File: config.mk
export PLATFORM = sky130hd
export DESIGN_NAME = parallel2serial_new_flat
export DESIGN_NICKNAME = d
export VERILOG_FILES = /design/src/rtl/p2s_pkg.sv /design/src/rtl/parallel2serial_new_if.sv /design/src/rtl/p2s_shifter.sv /design/src/rtl/parallel2serial_new.sv /design/src/flat_wrapper.sv
export SDC_FILE = /design/constraint.sdc
export NUM_CORES = 1
export LEC_CHECK = 0
export CORE_MARGIN = 3
export CORE_UTILIZATION = 30
export DETAILED_ROUTE_END_ITERATION = 12
export PLACE_DENSITY = 0.58
export SLEW_MARGIN = 5
export SYNTH_ARGS = -nofsm -noshare
export SYNTH_HDL_FRONTEND = slang
export SYNTH_SLANG_ARGS = --single-unit
export TNS_END_PERCENT = 5
File: constraint.sdc
create_clock -name clkin -period 2.01 [get_ports clkin]
set_clock_uncertainty 0.2 [all_clocks]
set_input_delay 0.402 -clock clkin [delete_from_list [all_inputs] [get_ports clkin]]
set_output_delay 0.402 -clock clkin [all_outputs]
set_load 0.005 [all_outputs]
File: src/rtl/p2s_pkg.sv
// Shared definitions for the AD7864 parallel-to-serial readout sequencer.
// Provides the sequencer state encoding, the tag width and the serial frame
// width helper. The frame width depends on whether P2S_TAG_EN is defined.
package p2s_pkg;

    localparam int unsigned TAG_W   = 4;
    localparam int unsigned STATE_W = 3;

    typedef logic [STATE_W-1:0] state_t;

    localparam state_t ST_IDLE  = 3'd0;
    localparam state_t ST_SEL   = 3'd1;
    localparam state_t ST_RD_LO = 3'd2;
    localparam state_t ST_RD_HI = 3'd3;
    localparam state_t ST_SHIFT = 3'd4;
    localparam state_t ST_NEXT  = 3'd5;

    // Serial frame width: raw data word, optionally prefixed by the dev/ch tag.
    function automatic int unsigned p2s_fw(input int unsigned dw, input bit tag_en);
        return tag_en ? dw + TAG_W : dw;
    endfunction

endpackage

File: src/rtl/parallel2serial_new_if.sv
// Bundle of the ADC-side, serial-side and status signals of the sequencer.
//   master : sequencer view (enable/db in; cs_bar, rd_bar, spi_*, busy, overrun out)
//   slave  : environment view (ADC bank, DSP port, ad7864Drv)
interface parallel2serial_new_if #(
    parameter int unsigned N_DEV = 4,
    parameter int unsigned DW    = 12
);
    logic             enable;
    logic [DW-1:0]    db;
    logic [N_DEV-1:0] cs_bar;
    logic             rd_bar;
    logic             spi_clk;
    logic             spi_mosi;
    logic             spi_cs_bar;
    logic             busy;
    logic             overrun;

    modport master (
        input  enable, db,
        output cs_bar, rd_bar, spi_clk, spi_mosi, spi_cs_bar, busy, overrun
    );

    modport slave (
        output enable, db,
        input  cs_bar, rd_bar, spi_clk, spi_mosi, spi_cs_bar, busy, overrun
    );
endinterface

File: src/rtl/p2s_shifter.sv
// SPI mode-0 word shifter, MSB first.
//   clk, rst_n : clock, async active-low reset
//   load       : one-cycle request to start a frame with 'word'
//   spi_clk    : serial clock, idles low, half period SCLK_HALF cycles
//   spi_mosi   : serial data, changes only on spi_clk falling edges
//   spi_cs_bar : low for the frame, rises one cycle after the last falling edge
//   done       : one-cycle pulse when the frame has ended
module p2s_shifter #(
    parameter int unsigned FW        = 12,
    parameter int unsigned SCLK_HALF = 1
) (
    input  logic          clk,
    input  logic          rst_n,
    input  logic          load,
    input  logic [FW-1:0] word,
    output logic          spi_clk,
    output logic          spi_mosi,
    output logic          spi_cs_bar,
    output logic          done
);
    localparam int unsigned HC_W = (SCLK_HALF > 1) ? $clog2(SCLK_HALF) : 1;
    localparam int unsigned BC_W = $clog2(FW + 1);

    localparam logic [1:0] PH_IDLE = 2'd0;
    localparam logic [1:0] PH_RUN  = 2'd1;
    localparam logic [1:0] PH_END  = 2'd2;

    logic [1:0]      ph_q,   ph_d;
    logic [HC_W-1:0] hcnt_q, hcnt_d;
    logic [BC_W-1:0] bcnt_q, bcnt_d;
    logic [FW-1:0]   sr_q,   sr_d;
    logic            sclk_q, sclk_d;
    logic            scs_q,  scs_d;
    logic            done_q, done_d;

    // Next-state: half-period counter preloaded so the first rise follows load by one cycle.
    always_comb begin
        ph_d   = ph_q;
        hcnt_d = hcnt_q;
        bcnt_d = bcnt_q;
        sr_d   = sr_q;
        sclk_d = sclk_q;
        scs_d  = scs_q;
        done_d = 1'b0;
        case (ph_q)
            PH_IDLE: begin
                if (load) begin
                    ph_d   = PH_RUN;
                    sr_d   = word;
                    scs_d  = 1'b0;
                    sclk_d = 1'b0;
                    hcnt_d = HC_W'(SCLK_HALF - 1);
                    bcnt_d = '0;
                end
            end
            PH_RUN: begin
                if (hcnt_q == HC_W'(SCLK_HALF - 1)) begin
                    hcnt_d = '0;
                    sclk_d = ~sclk_q;
                    if (!sclk_q) begin
                        bcnt_d = bcnt_q + BC_W'(1);
                    end else if (bcnt_q == BC_W'(FW)) begin
                        ph_d = PH_END;
                    end else begin
                        sr_d = sr_q << 1;
                    end
                end else begin
                    hcnt_d = hcnt_q + HC_W'(1);
                end
            end
            PH_END: begin
                scs_d  = 1'b1;
                done_d = 1'b1;
                ph_d   = PH_IDLE;
            end
            default: ph_d = PH_IDLE;
        endcase
    end

    always_ff @(posedge clk or negedge rst_n) begin
        if (!rst_n) begin
            ph_q   <= PH_IDLE;
            hcnt_q <= '0;
            bcnt_q <= '0;
            sr_q   <= '0;
            sclk_q <= 1'b0;
            scs_q  <= 1'b1;
            done_q <= 1'b0;
        end else begin
            ph_q   <= ph_d;
            hcnt_q <= hcnt_d;
            bcnt_q <= bcnt_d;
            sr_q   <= sr_d;
            sclk_q <= sclk_d;
            scs_q  <= scs_d;
            done_q <= done_d;
        end
    end

    assign spi_clk    = sclk_q;
    assign spi_mosi   = sr_q[FW-1];
    assign spi_cs_bar = scs_q;
    assign done       = done_q;

endmodule

File: src/rtl/parallel2serial_new.sv
// AD7864 bank readout sequencer: on a db_rdy rising edge reads every channel of
// every device over the shared parallel bus and shifts each word out over SPI.
//   clkin   : clock
//   rst_bar : async active-low reset
//   bus     : enable/db in; cs_bar, rd_bar, spi_clk, spi_mosi, spi_cs_bar, busy, overrun out
// Build option: P2S_TAG_EN prefixes each serial word with {dev[1:0], ch[1:0]}.
module parallel2serial_new
    import p2s_pkg::*;
#(
    parameter int unsigned N_DEV     = 4,
    parameter int unsigned N_CH      = 4,
    parameter int unsigned DW        = 12,
    parameter int unsigned RD_LO_CYC = 2,
    parameter int unsigned RD_HI_CYC = 2,
    parameter int unsigned SCLK_HALF = 1
) (
    input  logic                  clkin,
    input  logic                  rst_bar,
    parallel2serial_new_if.master bus
);
`ifdef P2S_TAG_EN
    localparam bit TAG_EN = 1'b1;
`else
    localparam bit TAG_EN = 1'b0;
`endif
    localparam int unsigned FW      = p2s_fw(DW, TAG_EN);
    localparam int unsigned DEV_W   = (N_DEV > 1) ? $clog2(N_DEV) : 1;
    localparam int unsigned CH_W    = (N_CH > 1) ? $clog2(N_CH) : 1;
    localparam int unsigned CNT_MAX = (RD_LO_CYC > RD_HI_CYC) ? RD_LO_CYC : RD_HI_CYC;
    localparam int unsigned CNT_W   = $clog2(CNT_MAX + 1);

    logic [2:0]       en_sync_q;
    state_t           state_q,   state_d;
    logic [DEV_W-1:0] dev_q,     dev_d;
    logic [CH_W-1:0]  ch_q,      ch_d;
    logic [CNT_W-1:0] cnt_q,     cnt_d;
    logic [FW-1:0]    word_q,    word_d;
    logic [N_DEV-1:0] cs_bar_q,  cs_bar_d;
    logic             rd_bar_q,  rd_bar_d;
    logic             busy_q,    busy_d;
    logic             overrun_q, overrun_d;
    logic             load_q,    load_d;
    logic             en_rise_c;
    logic             shift_done_c;
    logic [N_DEV-1:0] cs_sel_c;
    logic [FW-1:0]    cap_c;

    // Two synchronizer stages plus one history flop for edge detection.
    always_ff @(posedge clkin or negedge rst_bar) begin
        if (!rst_bar) en_sync_q <= '0;
        else          en_sync_q <= {en_sync_q[1:0], bus.enable};
    end

    assign en_rise_c = en_sync_q[1] & ~en_sync_q[2];
    assign cs_sel_c  = ~(N_DEV'(1) << dev_q);

`ifdef P2S_TAG_EN
    assign cap_c = {2'(dev_q), 2'(ch_q), bus.db};
`else
    assign cap_c = bus.db;
`endif

    // Sequencer next-state and next-output logic.
    always_comb begin
        state_d   = state_q;
        dev_d     = dev_q;
        ch_d      = ch_q;
        cnt_d     = cnt_q;
        word_d    = word_q;
        cs_bar_d  = cs_bar_q;
        rd_bar_d  = rd_bar_q;
        busy_d    = busy_q;
        load_d    = 1'b0;
        overrun_d = overrun_q | (en_rise_c & (state_q != ST_IDLE));
        case (state_q)
            ST_IDLE: begin
                if (en_rise_c) begin
                    state_d  = ST_SEL;
                    dev_d    = '0;
                    ch_d     = '0;
                    cnt_d    = '0;
                    busy_d   = 1'b1;
                    cs_bar_d = ~N_DEV'(1);
                end
            end
            ST_SEL: begin
                // After a device change cs_bar is still all-high: select first, then time the setup.
                cs_bar_d = cs_sel_c;
                if (!(&cs_bar_q)) begin
                    if (cnt_q == CNT_W'(RD_HI_CYC - 1)) begin
                        state_d  = ST_RD_LO;
                        rd_bar_d = 1'b0;
                        cnt_d    = '0;
                    end else begin
                        cnt_d = cnt_q + CNT_W'(1);
                    end
                end
            end
            ST_RD_LO: begin
                if (cnt_q == CNT_W'(RD_LO_CYC - 1)) begin
                    state_d  = ST_RD_HI;
                    word_d   = cap_c;
                    rd_bar_d = 1'b1;
                    cnt_d    = '0;
                end else begin
                    cnt_d = cnt_q + CNT_W'(1);
                end
            end
            ST_RD_HI: begin
                if (cnt_q == CNT_W'(RD_HI_CYC - 1)) begin
                    state_d = ST_SHIFT;
                    load_d  = 1'b1;
                    cnt_d   = '0;
                end else begin
                    cnt_d = cnt_q + CNT_W'(1);
                end
            end
            ST_SHIFT: begin
                if (shift_done_c) state_d = ST_NEXT;
            end
            ST_NEXT: begin
                if (ch_q != CH_W'(N_CH - 1)) begin
                    state_d  = ST_RD_LO;
                    ch_d     = ch_q + CH_W'(1);
                    rd_bar_d = 1'b0;
                    cnt_d    = '0;
                end else if (dev_q != DEV_W'(N_DEV - 1)) begin
                    state_d  = ST_SEL;
                    dev_d    = dev_q + DEV_W'(1);
                    ch_d     = '0;
                    cnt_d    = '0;
                    cs_bar_d = '1;
                end else begin
                    state_d  = ST_IDLE;
                    dev_d    = '0;
                    ch_d     = '0;
                    cnt_d    = '0;
                    cs_bar_d = '1;
                    busy_d   = 1'b0;
                end
            end
            default: state_d = ST_IDLE;
        endcase
    end

    always_ff @(posedge clkin or negedge rst_bar) begin
        if (!rst_bar) begin
            state_q   <= ST_IDLE;
            dev_q     <= '0;
            ch_q      <= '0;
            cnt_q     <= '0;
            word_q    <= '0;
            cs_bar_q  <= '1;
            rd_bar_q  <= 1'b1;
            busy_q    <= 1'b0;
            overrun_q <= 1'b0;
            load_q    <= 1'b0;
        end else begin
            state_q   <= state_d;
            dev_q     <= dev_d;
            ch_q      <= ch_d;
            cnt_q     <= cnt_d;
            word_q    <= word_d;
            cs_bar_q  <= cs_bar_d;
            rd_bar_q  <= rd_bar_d;
            busy_q    <= busy_d;
            overrun_q <= overrun_d;
            load_q    <= load_d;
        end
    end

    p2s_shifter #(
        .FW        (FW),
        .SCLK_HALF (SCLK_HALF)
    ) u_shifter (
        .clk        (clkin),
        .rst_n      (rst_bar),
        .load       (load_q),
        .word       (word_q),
        .spi_clk    (bus.spi_clk),
        .spi_mosi   (bus.spi_mosi),
        .spi_cs_bar (bus.spi_cs_bar),
        .done       (shift_done_c)
    );

    assign bus.cs_bar  = cs_bar_q;
    assign bus.rd_bar  = rd_bar_q;
    assign bus.busy    = busy_q;
    assign bus.overrun = overrun_q;

endmodule

File: src/flat_wrapper.sv
// flat-port wrapper written by rule: the top's interface ports become plain ports
module parallel2serial_new_flat import p2s_pkg::*;
#(
    parameter int unsigned N_DEV     = 4,
    parameter int unsigned N_CH      = 4,
    parameter int unsigned DW        = 12,
    parameter int unsigned RD_LO_CYC = 2,
    parameter int unsigned RD_HI_CYC = 2,
    parameter int unsigned SCLK_HALF = 1
)
  (clkin, rst_bar, bus_enable, bus_db, bus_cs_bar, bus_rd_bar, bus_spi_clk, bus_spi_mosi, bus_spi_cs_bar, bus_busy, bus_overrun);
  parallel2serial_new_if #(.N_DEV(N_DEV), .DW(DW)) bus_i ();
  input  logic clkin;
  input  logic rst_bar;
  input wire logic [$bits(bus_i.enable)-1:0] bus_enable;
  input wire logic [$bits(bus_i.db)-1:0] bus_db;
  output wire logic [$bits(bus_i.cs_bar)-1:0] bus_cs_bar;
  output wire logic [$bits(bus_i.rd_bar)-1:0] bus_rd_bar;
  output wire logic [$bits(bus_i.spi_clk)-1:0] bus_spi_clk;
  output wire logic [$bits(bus_i.spi_mosi)-1:0] bus_spi_mosi;
  output wire logic [$bits(bus_i.spi_cs_bar)-1:0] bus_spi_cs_bar;
  output wire logic [$bits(bus_i.busy)-1:0] bus_busy;
  output wire logic [$bits(bus_i.overrun)-1:0] bus_overrun;
  assign bus_i.enable = bus_enable;
  assign bus_i.db = bus_db;
  assign bus_cs_bar = bus_i.cs_bar;
  assign bus_rd_bar = bus_i.rd_bar;
  assign bus_spi_clk = bus_i.spi_clk;
  assign bus_spi_mosi = bus_i.spi_mosi;
  assign bus_spi_cs_bar = bus_i.spi_cs_bar;
  assign bus_busy = bus_i.busy;
  assign bus_overrun = bus_i.overrun;
  parallel2serial_new #(.N_DEV(N_DEV), .N_CH(N_CH), .DW(DW), .RD_LO_CYC(RD_LO_CYC), .RD_HI_CYC(RD_HI_CYC), .SCLK_HALF(SCLK_HALF)) u_core (.clkin(clkin), .rst_bar(rst_bar), .bus(bus_i));
endmodule
Word-level counts from Yosys, hierarchy flattened
Index checks and enable logic that the tools add are counted.

Bits of input ports: 15. Logic and storage cells: 134. Output and inout bits: 10. Flip-flop bits (word level): 54.

$add $sub $neg: 5. Shifts and indexed selects: 1. Equal/unequal tests: 26. Multiplexer cells: 53. Reductions and logical operators: 25. Bitwise gates (word level): 6.

Operator list (number): two-way mux 12 bit (4); case mux 12 bit (2 select lines) (1); != test 2 bit, second input constant (11); two-way mux 3 bit (7); two-way mux 2 bit (10); two-way mux 4 bit (5); case mux 3 bit (6 select lines) (1); AND reduction 4 bit (4); two-way mux 1 bit (14); != test 2 x 1 -> 1 bit, second input constant (6); case mux 2 bit (2 select lines) (3); case mux 4 bit (3 select lines) (1); AND reduction 3 bit (4); AND reduction 5 bit (2); nonzero test 3 bit (3); case mux 1 bit (2 select lines) (4); case mux 2 bit (4 select lines) (1); case mux 4 bit (2 select lines) (1); AND reduction 2 bit (4); adder 2 x 1 -> 2 bit, second input constant (3); equality test 3 x 2 -> 1 bit, second input constant (2); equality test 3 bit, second input constant (2); AND reduction 6 bit (1); nonzero test 2 bit (3); other kinds (16) (19).

Longest topological paths before layout
Depth after elaboration: 5. Gate-level depth with buffers: 6. Depth with buffers taken out: 5.

Modules after synthesis
From an unflattened synthesis, not the netlist that was laid out.

Cell total of the unflattened synthesis: 207. Area total of the unflattened synthesis: 2650.0 um2.

By module, submodules not included: parallel2serial_new (times used 1, cells each 127, area each 1526.5 um2, seq. area each 807.0 um2); p2s_shifter (times used 1, cells each 80, area each 1123.6 um2, seq. area each 526.8 um2).

Worst setup path before layout
OpenSTA, ideal clock, no wires.

Path kind: register -> register. From: reg u_core.u_shifter.bcnt_q[0]. To: reg u_core.u_shifter.sr_q[10]. Data arrival time: 1451 ps. Path slack: 233 ps. Buffers on the path: 1. Stages on the path, launching flop included: 7. Library setup time: 125 ps. Clock period less this slack: 1777 ps. Data required time: 1685 ps. Cells stage by stage: dfrtp_1 -> inv_1 -> ha_1 -> and3_1 -> o21ai_4 -> buf_12 -> mux2_4.

Longest elaborated chain between the ends: 3.

RTL lines: start, declared (RTL line p2s_shifter.sv:30) `logic [BC_W-1:0] bcnt_q, bcnt_d;`; start signal, assigned (RTL line p2s_shifter.sv:92) `bcnt_q <= bcnt_d;`; equality test 4 bit (RTL line p2s_shifter.sv:62) `end else if (bcnt_q == BC_W'(FW)) begin`; != test 2 bit (no line); AND reduction 5 bit (no line); end signal, assigned (RTL line p2s_shifter.sv:93) `sr_q <= sr_d;`; end, declared (RTL line p2s_shifter.sv:31) `logic [FW-1:0] sr_q, sr_d;`.

No other way between the ends. A chain may end at the register's enable or synchronous reset.

Worst setup path after layout
From: reg u_core.cs_bar_q[2] (netlist: u_core.bus.cs_bar[2]). To: out bus_cs_bar[2].

RTL lines: start, declared (RTL line parallel2serial_new.sv:38) `logic [N_DEV-1:0] cs_bar_q, cs_bar_d;`; start signal, assigned (RTL line parallel2serial_new.sv:164) `cs_bar_q <= cs_bar_d;`; end, declared (RTL line flat_wrapper.sv:17) `output wire logic [$bits(bus_i.cs_bar)-1:0] bus_cs_bar;`.

No word-level cell between the ends.

==> results.toml <==
[floorplan]
start_util_pct = 31.42
dieHeight_microns = 99.70
pin_count = 25
fp-row-count = 33
core_sq_um = 8382
die_x_microns = 99.70
die_area_sq_um = 9939

[cells_and_area]
layout-drive-gt1-share_pct = 28.88
layout.nets = 253
num-fill-cells = 813
register_area_sq_um = 1335
multi_input_area_sq_um = 1192
area_growth_pct = 19.05
antenna_cells = 0
final_area_sq_um = 3136
final_cells = 337

[route]
wl_per_cell_microns = 13.88
vias = 1613
first_pass_iters = 4
ant_nets = 0
viasPerCell = 4.786
drc_errors = 0
routed_wl_mm = 4.679
dr.first_iter.drc_count = 106

[run]
cap_violations = 0

[setup_path]
cpPeakStageDelay_ps = 550
cp_max_fo = 3
r2r-end = "u_core.u_shifter.sr_q[6]$_DFFE_PN0P_"
start_kind = "register"
cp_top_family = "flip-flops"
cp.required_ps = 1410
cp-end-kind = "primary output"
crit_chain = "clkdlybuf4s50_1"
arrival_ps = 1350
cp.depth = 1
cp-endpoint = "bus_cs_bar[2]"
worstSetupPathType = "reg2out"
critPathLaunch = "u_core.bus.cs_bar[2]$_DFFE_PN1P_"
r2r_setup_slack_ps = 130
reg2reg_depth = 6
cp_slowest_cell = "dfstp_2"
crit-reg2reg-launch = "u_core.u_shifter.bcnt_q[0]$_DFFE_PN0P_"
cp_num_buf_inv = 1

[hold_path]
hold_path.class = "reg2reg"
min_delay_path_depth = 0

[cts]
cts-htree-levels = 2
clkSinkCount = 53
cts_buffer_depth = 2
clk_latency_ps = 310
post_cts_buffers = 0
clkTransAtPathRegs_ps = 90
root_buffer = "clkbuf_8"
cts_tree = "yes"
cts_buffers = 5

[synth]
synth-async-reset-ratio_pct = 100.0
synth-edff-count = 0
synth_area_sq_um = 2634
synth_fa_ha_area_share_pct = 3.325
synth_top_family_by_area = "multiplexers"
synth_area_per_cell_sq_um = 13.17
muxShareOfSynthArea_pct = 18.53
synth_nets = 222
synth-main-ff-cell = "dfrtp_1"
ys_ff_latch = 53
synth-simple-area-share_pct = 10.31
synth_compound_area_share_pct = 13.11
synth-xor-area-share_pct = 0
synth_seq_area_share_pct = 50.64
synth_cell_type_count = 50
ys_warn_count = 0
syn_inst = 200

[timing]
setup_tns_ps = 0
worstMarginPinSlew_ps = 552.2
relSlewSlack_pct = 63.19
setup_viol = 0
min_period_over_period_pct = 97.16
final_hold_viol_count = 0
slew_viol_final = 0
fin_crit_ps = 1953
max_freq_ghz = 0.5121
setup_slack_ps = 57.14
rsz0062_at_grt = "false"

[placement]
hpwlAfterDp_mm = 3.209
dp_slack_ps = 127.5
post_dp_cell_area_sq_um = 3012
dp.cells = 328
port_buffers = 24
gp_congestion = 0.7720

[power_and_ir_drop]
power.leakage_nw = 1.403
power_density_nw_per_um2 = 1482
finalPower_mw = 4.647
ir_worst_vdd_mv = 0.4642

[grt]
grt_pass1_vias = 1675
grt_pass1_wl_mm = 8.300
grt_max_degree = 54
gr-total-overflow = 0
grt_antenna_before_repair = 0
grt.total_usage_pct = 10.53

[status]
outcome = "complete, no violations"
-- final cells by class --
type / count / area share [%]
inverters: 9 / 1.077
well taps: 105 / 4.190
flip-flops and latches: 53 / 42.58
clock inverters: 2 / 1.117
clock buffers: 6 / 2.314
multi-input cells: 129 / 38.03
repair buffers: 33 / 10.69
-- state kept, by name (all words and copies together) (netlist names), 2 cells and up --
| register | cells |
|---|---|
| u_core.bus.cs_bar | 4 |
| u_core.u_shifter.ph_q | 2 |
| u_core.dev_q | 2 |
| u_core.ch_q | 2 |
| u_core.state_q | 3 |
| u_core.cnt_q | 2 |
| u_core.word_q | 12 |
| u_core.u_shifter.sr_q | 12 |
| u_core.u_shifter.bcnt_q | 4 |
| u_core.en_sync_q | 3 |
-- timing repair --
action,CTS,global route
hold buffers,1,0
hold endpoints to repair,47,0
setup endpoints to repair,0,3
resized for setup,0,3
-- synthesized netlist by cell type (all sizes together), types with 2 or more instances --
cell type / count / area share [%]
a21o: 2 / 0.57
a22o: 8 / 2.7
a2bb2oi: 3 / 1.0
a31oi: 2 / 1.0
and3: 2 / 0.47
buf: 8 / 2.7
dfrtp: 47 / 45
dfstp: 6 / 6.0
ha: 7 / 3.3
inv: 9 / 1.3
mux2: 37 / 19
nand2: 6 / 0.86
nand2b: 7 / 1.7
nand3: 2 / 0.38
nand3b: 4 / 1.1
nor2: 7 / 1.0
nor2b: 5 / 1.3
nor3: 2 / 0.57
nor3b: 2 / 0.57
o211ai: 2 / 0.57
o21ai: 6 / 1.6
o21bai: 2 / 0.57
o221a: 2 / 0.86
o31ai: 4 / 1.1
or3b: 2 / 0.86
-- worst min path at each step --
| stage | slack (ps) | start | endpoint |
|---|---|---|---|
| CTS | 160 | u_core.en_sync_q[0]$_DFF_PN0_ | u_core.en_sync_q[1]$_DFF_PN0_ |
| detailed placement | 130 | u_core.en_sync_q[0]$_DFF_PN0_ | u_core.en_sync_q[1]$_DFF_PN0_ |
| floorplan | -90 | rst_bar | u_core.bus.busy$_DFFE_PN0P_ |
| global placement | 140 | u_core.en_sync_q[0]$_DFF_PN0_ | u_core.en_sync_q[1]$_DFF_PN0_ |
| global route | 190 | u_core.en_sync_q[0]$_DFF_PN0_ | u_core.en_sync_q[1]$_DFF_PN0_ |
| finish | 160 | u_core.en_sync_q[0]$_DFF_PN0_ | u_core.en_sync_q[1]$_DFF_PN0_ |
-- cells in the final DEF, fill, tap and decap left out, drive strengths merged, types with 7 or more instances in the layout --
cell,count
inv,9
ha,7
dfrtp,47
buf,9
nor2,7
nand2b,7
a22o,8
mux2,37
clkdlybuf4s50,21
-- power breakdown --
group | switching (mW) | leakage, nW | internal (mW) | total [mW]
Clock | 0.343 | 0.0552 | 0.370 | 0.713
Combinational | 0.824 | 0.703 | 1.28 | 2.11
Sequential | 0.345 | 0.645 | 1.48 | 1.83
-- through the flow --
stage	utilization, %	hold WS [ps]
after floorplan	-	-93.59
after global placement	35.93	136.0
after detailed placement	35.93	134.7
after CTS	37.33	157.7
after global routing	37.41	194.3
final	37.41	155.9
-- routing by layer --
layer / GRT usage [%] / routed length (microns)
met3: 2.945 / 211
met4: 4.727 / 95
met2: 15.55 / 2022
met5: 0 / 0
met1: 14.32 / 2351
-- logic make-up (layout without fill, tap and decap cells) --
kind of cell | count (synthesis) | in the layout
AO/OA/AOI/OAI | 41 | 41
flip-flops | 53 | 53
AND/OR/NAND/NOR | 44 | 44
adder cells (fa/ha/maj) | 7 | 7
buffers and inverters | 18 | 50
multiplexers | 37 | 37
Note: power is estimated with default switching activity, not from simulation.
